[config.mk]
export PLATFORM = sky130hd
export DESIGN_NAME = kf_frame_seq
export DESIGN_NICKNAME = d
export VERILOG_FILES = /design/src/rtl/kf_frame_seq_pkg.sv /design/src/rtl/kf_meas_fifo.sv /design/src/rtl/kf_frame_seq.sv
export SDC_FILE = /design/constraint.sdc
export NUM_CORES = 1
export LEC_CHECK = 0
export BUFFER_PORTS_ARGS = -buffer_cell sky130_fd_sc_hd__buf_2
export CAP_MARGIN = 10
export CORE_ASPECT_RATIO = 0.9
export CORE_MARGIN = 1
export CORE_UTILIZATION = 35
export DETAILED_ROUTE_END_ITERATION = 12
export SLEW_MARGIN = 10
export SYNTH_ARGS = -nofsm -noshare
export SYNTH_HDL_FRONTEND = slang
export SYNTH_SLANG_ARGS = --single-unit
[constraint.sdc]
create_clock -name clk -period 2.2 [get_ports clk]
set_input_delay 0.22 -clock clk [delete_from_list [all_inputs] [get_ports clk]]
set_output_delay 0.22 -clock clk [all_outputs]
set_load 0.02 [all_outputs]
[src/rtl/kf_frame_seq_pkg.sv]
// Shared constants for the Kalman-filter frame sequencer: fixed-point width
// defaults, watchdog default and the sequencer FSM state encodings.
package kf_frame_seq_pkg;

  localparam int FXP_N      = 16;
  localparam int FXP_FRAC   = 8;
  localparam int KF_TMO_DEF = 64;

  localparam logic [1:0] ST_IDLE   = 2'd0;
  localparam logic [1:0] ST_LAUNCH = 2'd1;
  localparam logic [1:0] ST_BUSY   = 2'd2;

endpackage

[src/rtl/kf_meas_fifo.sv]
// Measurement FIFO: DEPTH entries of two N-bit words, combinational head,
// no full-bypass. Push is ignored when full, pop is ignored when empty.
module kf_meas_fifo
  import kf_frame_seq_pkg::*;
#(
  parameter  int N     = FXP_N,
  parameter  int DEPTH = 4,
  localparam int CW    = $clog2(DEPTH) + 1
) (
  input  logic          clk,
  input  logic          rst_n,
  input  logic          push,
  input  logic [N-1:0]  push_z00,
  input  logic [N-1:0]  push_z10,
  input  logic          pop,
  output logic [N-1:0]  head_z00,
  output logic [N-1:0]  head_z10,
  output logic          full,
  output logic [CW-1:0] count
);

  localparam int AW = $clog2(DEPTH);

  if ((DEPTH < 2) || ((DEPTH & (DEPTH - 1)) != 0)) begin : g_bad_depth
    $error("kf_meas_fifo: DEPTH must be a power of 2 and at least 2");
  end

  logic [2*N-1:0] mem [DEPTH];
  logic [AW-1:0]  wr_ptr;
  logic [AW-1:0]  rd_ptr;
  logic           do_push;
  logic           do_pop;

  assign full    = (count == CW'(DEPTH));
  assign do_push = push && !full;
  assign do_pop  = pop && (count != '0);
  assign {head_z00, head_z10} = mem[rd_ptr];

  // NOTE: storage is deliberately not reset; pointers and count define which entries are valid.
  always_ff @(posedge clk) begin
    if (do_push) mem[wr_ptr] <= {push_z00, push_z10};
  end

  // NOTE: non-blocking assignments so every register samples pre-edge values.
  always_ff @(posedge clk or negedge rst_n) begin
    if (!rst_n) begin
      wr_ptr <= '0;
      rd_ptr <= '0;
      count  <= '0;
    end else begin
      if (do_push) wr_ptr <= wr_ptr + AW'(1);
      if (do_pop)  rd_ptr <= rd_ptr + AW'(1);
      case ({do_push, do_pop})
        2'b10:   count <= count + CW'(1);
        2'b01:   count <= count - CW'(1);
        default: count <= count;
      endcase
    end
  end

endmodule

[src/rtl/kf_frame_seq.sv]
// Frame sequencer: queues measurements, launches one filter-core run per
// measurement, guards each run with a watchdog and streams indexed results.
module kf_frame_seq
  import kf_frame_seq_pkg::*;
#(
  parameter int N     = FXP_N,
  parameter int FRAC  = FXP_FRAC,
  parameter int DEPTH = 4,
  parameter int TMO   = KF_TMO_DEF
) (
  input  logic                clk,
  input  logic                rst_n,
  input  logic                meas_valid,
  output logic                meas_ready,
  input  logic signed [N-1:0] meas_z00,
  input  logic signed [N-1:0] meas_z10,
  input  logic                init_load,
  input  logic signed [N-1:0] init_x00,
  input  logic signed [N-1:0] init_x10,
  output logic                kf_start,
  input  logic                kf_done,
  input  logic signed [N-1:0] kf_x00_post,
  input  logic signed [N-1:0] kf_x10_post,
  output logic signed [N-1:0] kf_x00_prev,
  output logic signed [N-1:0] kf_x10_prev,
  output logic signed [N-1:0] kf_z00_meas,
  output logic signed [N-1:0] kf_z10_meas,
  output logic                out_valid,
  input  logic                out_ready,
  output logic signed [N-1:0] out_x00,
  output logic signed [N-1:0] out_x10,
  output logic [15:0]         out_idx,
  output logic                err_tmo
);

  localparam int CW = $clog2(DEPTH) + 1;
  localparam int WW = $clog2(TMO + 1);
  localparam logic [WW-1:0] TMO_LAST = WW'(TMO - 1);

  if ((FRAC < 0) || (FRAC >= N)) begin : g_bad_frac
    $error("kf_frame_seq: FRAC must lie in [0, N)");
  end
  if (TMO < 2) begin : g_bad_tmo
    $error("kf_frame_seq: TMO must be at least 2");
  end

  logic [1:0]    state;
  logic          fifo_full;
  logic [CW-1:0] fifo_count;
  logic [N-1:0]  head_z00;
  logic [N-1:0]  head_z10;
  logic          launch_go;
  logic          done_take;
  logic          tmo_hit;
  logic [WW-1:0] wdog;
  logic [15:0]   frame_cnt;

  // A new frame may start while the previous result is being handed off.
  assign launch_go  = (state == ST_IDLE) && (fifo_count != '0) && (!out_valid || out_ready);
  assign done_take  = (state == ST_BUSY) && kf_done;
  assign tmo_hit    = (state == ST_BUSY) && !kf_done && (wdog == TMO_LAST);
  assign meas_ready = !fifo_full;
  assign kf_start   = (state == ST_LAUNCH);

  kf_meas_fifo #(
    .N     (N),
    .DEPTH (DEPTH)
  ) u_fifo (
    .clk      (clk),
    .rst_n    (rst_n),
    .push     (meas_valid),
    .push_z00 (meas_z00),
    .push_z10 (meas_z10),
    .pop      (launch_go),
    .head_z00 (head_z00),
    .head_z10 (head_z10),
    .full     (fifo_full),
    .count    (fifo_count)
  );

  always_ff @(posedge clk or negedge rst_n) begin
    if (!rst_n) begin
      state <= ST_IDLE;
      wdog  <= '0;
    end else begin
      case (state)
        ST_IDLE:   if (launch_go) state <= ST_LAUNCH;
        ST_LAUNCH: state <= ST_BUSY;
        ST_BUSY:   if (done_take || tmo_hit) state <= ST_IDLE;
        default:   state <= ST_IDLE;
      endcase
      // Cycle count since LAUNCH; it is 0 during the LAUNCH cycle itself.
      if (launch_go)             wdog <= '0;
      else if (state != ST_IDLE) wdog <= wdog + WW'(1);
    end
  end

  always_ff @(posedge clk or negedge rst_n) begin
    if (!rst_n) begin
      kf_z00_meas <= '0;
      kf_z10_meas <= '0;
      kf_x00_prev <= '0;
      kf_x10_prev <= '0;
    end else begin
      if (launch_go) begin
        kf_z00_meas <= head_z00;
        kf_z10_meas <= head_z10;
      end
      if (done_take) begin
        kf_x00_prev <= kf_x00_post;
        kf_x10_prev <= kf_x10_post;
      end else if (init_load && (state == ST_IDLE) && !launch_go) begin
        kf_x00_prev <= init_x00;
        kf_x10_prev <= init_x10;
      end
    end
  end

  always_ff @(posedge clk or negedge rst_n) begin
    if (!rst_n) begin
      out_valid <= 1'b0;
      out_x00   <= '0;
      out_x10   <= '0;
      out_idx   <= '0;
      frame_cnt <= '0;
      err_tmo   <= 1'b0;
    end else begin
      if (done_take) begin
        out_valid <= 1'b1;
        out_x00   <= kf_x00_post;
        out_x10   <= kf_x10_post;
        out_idx   <= frame_cnt;
        frame_cnt <= frame_cnt + 16'd1;
      end else if (out_valid && out_ready) begin
        out_valid <= 1'b0;
      end
      if (tmo_hit) err_tmo <= 1'b1;
    end
  end

endmodule

# After elaboration in Yosys (flattened, before gate mapping)
# Memory sizes are Yosys's and may differ from the RTL's. A register that Yosys moved wholly into a read port is not among the register bits.
# Index checks and enable logic that the tools add are counted.
# Widths: inputs -> output; s select.
[totals]
in_bits = 102
regBits = 114
ram_bits = 128
n_memories = 1
out_inout_bits = 116
[op_classes]
n_eq_ne = 8
add_sub_neg = 6
n_reduce_logical = 25
muxes = 14
[memory_table]
columns = ["name", "words", "width", "read_ports", "rd_ports_with_merged_regs", "write_ports", "line_no", "rtl"]
rows = [
  ["u_fifo.mem", 4, 32, 1, 1, 1, "kf_meas_fifo.sv:28", "logic [2*N-1:0] mem [DEPTH];"],
]
[op_table]
columns = ["cell", "count"]
rows = [
  ["$mux 16", 4],
  ["$add 16x1->16 const B", 1],
  ["$mux 7", 2],
  ["$logic_and 1x1->1", 10],
  ["$reduce_bool 2->1", 5],
  ["$add 7x1->7 const B", 1],
  ["$eq 7x6->1 const B", 1],
  ["$pmux 2 s3", 1],
  ["$pmux 3 s2", 1],
  ["$logic_not 1->1", 5],
  ["$add 2x1->2 const B", 2],
  ["$eq 2x1->1 const B", 2],
  ["$eq 2x2->1 const B", 2],
  ["$mux 1", 4],
  ["$mux 2", 2],
  ["$add 3x1->3 const B", 1],
  ["$eq 3x3->1 const B", 1],
  ["$reduce_bool 3->1", 1],
  ["$sub 3x1->3 const B", 1],
  ["$logic_not 2->1", 1],
  ["$logic_or 1x1->1", 2],
  ["$ne 2x1->1 const B", 1],
  ["$ne 2x2->1 const B", 1],
  ["$reduce_and 2->1", 1],
]

# Longest topological paths before layout
[depth]
depth_word = 7
mapped_depth = 10

# By module
# From an unflattened synthesis, not the netlist that was laid out.
[hier_totals]
hier_cells = 634
area_unflattened_um2 = 10545.1
[modules_own_cells]
columns = ["mod", "seq_area_each_um2", "n_inst", "area_per_inst_um2", "cells_each"]
rows = [
  ["kf_frame_seq", 3478.3, 1, 5459.0, 430],
  ["kf_meas_fifo", 4018.9, 1, 5086.1, 204],
]

# Worst setup path before layout
# OpenSTA, ideal clock, no wires.
[synth_timing]
path_type = "register -> register"
startpoint = "register state[1]"
endpoint = "register u_fifo.count[2]"
synth_period_minus_slack_ns = 2.361
path_stages_with_launch = 11
t_arrival_ns = 2.282
setup_ns = 0.079
required_time_ns = 2.121
n_path_buf = 2
setup_slack_ns = -0.161
path_cell_list = "dfrtp_1 > or2_0 > buf_2 > nor3_4 > buf_6 > ha_1 > inv_1 > fa_1 > xor2_1 > nor2_1 > xor2_1"
[synth_between]
elab_chain_len = 6
[synth_lines]
columns = ["element", "line_no", "rtl"]
rows = [
  ["from (decl)", "kf_frame_seq.sv:47", "logic [1:0] state;"],
  ["from (signal assigned)", "kf_frame_seq.sv:83", "state <= ST_IDLE;"],
  ["from (signal assigned)", "kf_frame_seq.sv:87", "ST_IDLE: if (launch_go) state <= ST_LAUNCH;"],
  ["from (signal assigned)", "kf_frame_seq.sv:88", "ST_LAUNCH: state <= ST_BUSY;"],
  ["$logic_not 2->1 *", "kf_frame_seq.sv:59", "assign launch_go = (state == ST_IDLE) && (fifo_count != '0) && (!out_valid || out_ready);"],
  ["$logic_and 1x1->1 * (2 in series)", "kf_frame_seq.sv:59", ""],
  ["$logic_and 1x1->1 *", "kf_meas_fifo.sv:36", "assign do_pop = pop && (count != '0);"],
  ["named net u_fifo.do_pop", "kf_meas_fifo.sv:32", "logic do_pop;"],
  ["$eq 2x1->1 or $eq 2x2->1 (tied branches)", "kf_meas_fifo.sv:53", "case ({do_push, do_pop})"],
  ["$pmux 3 s2 or $reduce_bool 2->1 (tied branches)", "n/a", ""],
  ["to (signal assigned)", "kf_meas_fifo.sv:54", "2'b10: count <= count + CW'(1);"],
  ["to (signal assigned)", "kf_meas_fifo.sv:55", "2'b01: count <= count - CW'(1);"],
  ["to (signal assigned)", "kf_meas_fifo.sv:56", "default: count <= count;"],
  ["to (decl)", "kf_meas_fifo.sv:19", "output logic [CW-1:0] count"],
]
# The timed path passes the listed nets; every way through them passes the cells marked *.
# A chain may end at the register's enable or synchronous reset.

# Worst setup path after layout
[layout_timing]
startpoint = "register state[0]"
endpoint = "register u_fifo.count[2]"
[layout_between]
elab_chain_len = 6
[layout_lines]
columns = ["element", "line_no"]
rows = [
  ["$logic_not 2->1 *", "kf_frame_seq.sv:59"],
  ["$logic_and 1x1->1 * (2 in series)", "kf_frame_seq.sv:59"],
  ["$logic_and 1x1->1 *", "kf_meas_fifo.sv:36"],
  ["$eq 2x1->1 or $eq 2x2->1 (tied branches)", "kf_meas_fifo.sv:53"],
  ["$pmux 3 s2 or $reduce_bool 2->1 (tied branches)", "n/a"],
]
# Every way passes the cells marked *; elsewhere a longest branch is shown, timed or not.

==> reports/metrics.cfg <==
[status]
status = finished clean

[cts]
cts.path.max_buffers = 3
clockRootBuffer = clkbuf_16
cts_buffers = 29
clock_sink_count = 274
cts_tree = built
cts_setup_buffers = 0
cts_max_level = 1
clk_pin_slew_ps = 60
clk-insertion-delay-late_ps = 540

[sta]
fmax_ghz = 0.502
rsz0062_at_grt = false
tightest_slew_ps = 545
slew_violations = 0
setup_slack_ps = 208
relSlewSlack = 0.637
min_period_ps = 1990
setup_viol = 0
finalHoldViolations = 0
finalCritPeriodShare = 0.905
skew_ps = 17.5

[global_route]
grt_overflow = 0
grt_pass1_wl_um = 37600
grt_pass1_vias = 6923
antenna_found_initial = 1
grt_usage = 0.157
grt_start_max_net_pins = 54

[cells_and_area]
n_antenna_cell = 0
drive_gt1_frac = 0.370
fillers = 2503
fin_nets = 1058
synthToLayoutAreaGrowth_pct = 33.8

[power]
p_sw_frac = 0.326
ir_drop_mv = 0.794
netSwitchingPower_w = 0.00634
p_clk_frac = 0.262
power.density_mw_per_mm2 = 1390
power.leakage_nw = 6.17
p_int_w = 0.0131
pwr-share-seq = 0.399
power_w = 0.0195
pwr-share-comb = 0.339

[yosys]
yosysWarnings = 0
yosysMostFrequentCell = dfrtp_1
synthesis.nets = 740
ys_async_sr_fraction = 0.533
avgSynthCellArea_um2 = 16.6
ys_top_cells_by_area = edfxtp_1, dfrtp_1, mux4_2, mux2_2, a221o_1
synthTopCellsByCount = dfrtp_1, edfxtp_1, nand2_1
synth_area_mm2 = 0.0105
synthCells = 630
ys_ff_latch = 274
synth-seq-area-share = 0.717
synth.distinct_cells = 40
synth.top_cell.area_share = 0.368
synth_edf_count = 128
synth-main-ff-cell = dfrtp_1
yosysTopAreaCell = edfxtp_1

[route]
viasPerCell = 4.73
drc = 0
wl_um = 24100
via_count = 6461
drt-initial-drc-count = 285
wl_per_cell_um = 17.6
antenna_left = 0
dr.pass1.iters = 4

[flow_run]
drv_cap = 0

[floorplanning]
fp.dieW_um = 184
num_rows = 59
core_mm2 = 0.0292
die_area_mm2 = 0.0306
start_util = 0.359
ios = 218
die_h_um = 166

[min_path]
hold_path_class = in2reg

[setup_path]
worstPathMaxFanout = 6
cp-end-kind = flop
reg2reg_slack_ps = 210
crit_arrival_ps = 2450
cp.required_ps = 2650
cp-start-kind = flop
critical_path_class = reg2reg

[place]
place_congestion = 0.741
port_buffers = 217
dp_hpwl_um = 14900
post-place-ws_ps = 200

what timing repair did:
action	CTS	global route
endpoints found under the hold margin	223	0
gates resized for setup	0	0
hold buffers	79	0
per-stage QoR:
stage | setup TNS [ps] | instance area [um2] | hold WS, ps | util | instances
3_3_place_gp | 0 | 12200 | 227 | 0.418 | 1234
6_report | 0 | 14000 | 27.6 | 0.480 | 1366
2_1_floorplan | -6.50 | 10500 | -75.6 | - | 630
5_1_grt | 0 | 14000 | 18.3 | 0.480 | 1366
3_5_place_dp | 0 | 12200 | 227 | 0.418 | 1234
4_1_cts | 0 | 14000 | 0.594 | 0.480 | 1366
final timing paths:
check / startpoint / end / depth (start not counted)
min: kf_x10_post[4] / out_x10[4]$_DFFE_PN0P_ / 3
min reg2reg: out_x10[6]$_DFFE_PN0P_ / out_x10[6]$_DFFE_PN0P_ / 1
min in group asynchronous: rst_n / kf_z00_meas[10]$_DFFE_PN0N_ / 2
max reg2reg: state[0]$_DFFE_PN0P_ / u_fifo.count[2]$_DFFE_PN0P_ / 8
max in group asynchronous: rst_n / wdog[6]$_DFFE_PN0P_ / 3
max: state[0]$_DFFE_PN0P_ / u_fifo.count[2]$_DFFE_PN0P_ / 8
sequential cells by signal (all words and copies together), names as in the netlist, 2 cells and up:
signal,flops
u_fifo.rd_ptr,2
out_idx,16
frame_cnt,16
kf_z10_meas,16
out_x00,16
out_x10,16
u_fifo.mem,128
u_fifo.count,3
wdog,7
kf_x10_prev,16
state,2
kf_x00_prev,16
u_fifo.wr_ptr,2
kf_z00_meas,16
routing by layer:
layer / part of all wire / global-route usage
met2: 0.47 / 0.265
met4: 0.018 / 0.0337
met1: 0.44 / 0.201
met3: 0.074 / 0.0410
met5: 0.00054 / 0
cell families (layout without fill, tap and decap cells):
group / count (synthesis) / count (layout) / synth area share
muxes: 66 / 66 / 0.105
and+or+nand+nor: 139 / 139 / 0.0677
xor gates and xnor gates: 21 / 21 / 0.0176
AOI/OAI and AO/OA: 83 / 83 / 0.0643
DFF: 274 / 274 / 0.717
adders and majority gates: 8 / 8 / 0.0103
buffers and inverters: 39 / 379 / 0.0176
layout by cell type (no fill, tap or decap), types with 7 or more instances in the layout:
master,count
xnor2_1,16
inv_1,8
mux2_2,33
edfxtp_1,128
clkbuf_16,29
nor2_1,8
buf_4,13
mux4_2,32
nand2_1,59
a221o_1,32
buf_12,9
and2_1,35
o21ai_0,12
dfrtp_1,145
nand3_1,7
clkbuf_8,7
dlygate4sd3_1,79
a21o_1,33
and3_1,8
buf_2,216
layout make-up:
type	instances	area [um2]	area share
Sequential cell	274	7500	0.536
Multi-Input combinational cell	317	2790	0.200
Timing Repair Buffer	318	2160	0.154
Clock buffer	41	841	0.0601
Tap cell	396	495	0.0354
Clock inverter	12	174	0.0124
Inverter	8	30.0	0.00215
critical path, stage by stage, from the launching register on:
cell     delay [ps]
dfrtp_1         410
or2_0           290
nor3_4          240
ha_4            180
inv_1            50
fa_2            330
xor2_1          140
nor2_1          140
xor2_1          150
power groups by stage:
stage,clock network [W],logic (W),registers (W)
after floorplan,0,0.00333,0.00878
after global placement,0,0.00651,0.00781
after detailed placement,0,0.00659,0.00785
after CTS,0.00524,0.00673,0.00777
after global routing,0.00545,0.00716,0.00795
final,0.00510,0.00660,0.00776
(Power assumes the default switching activity.)
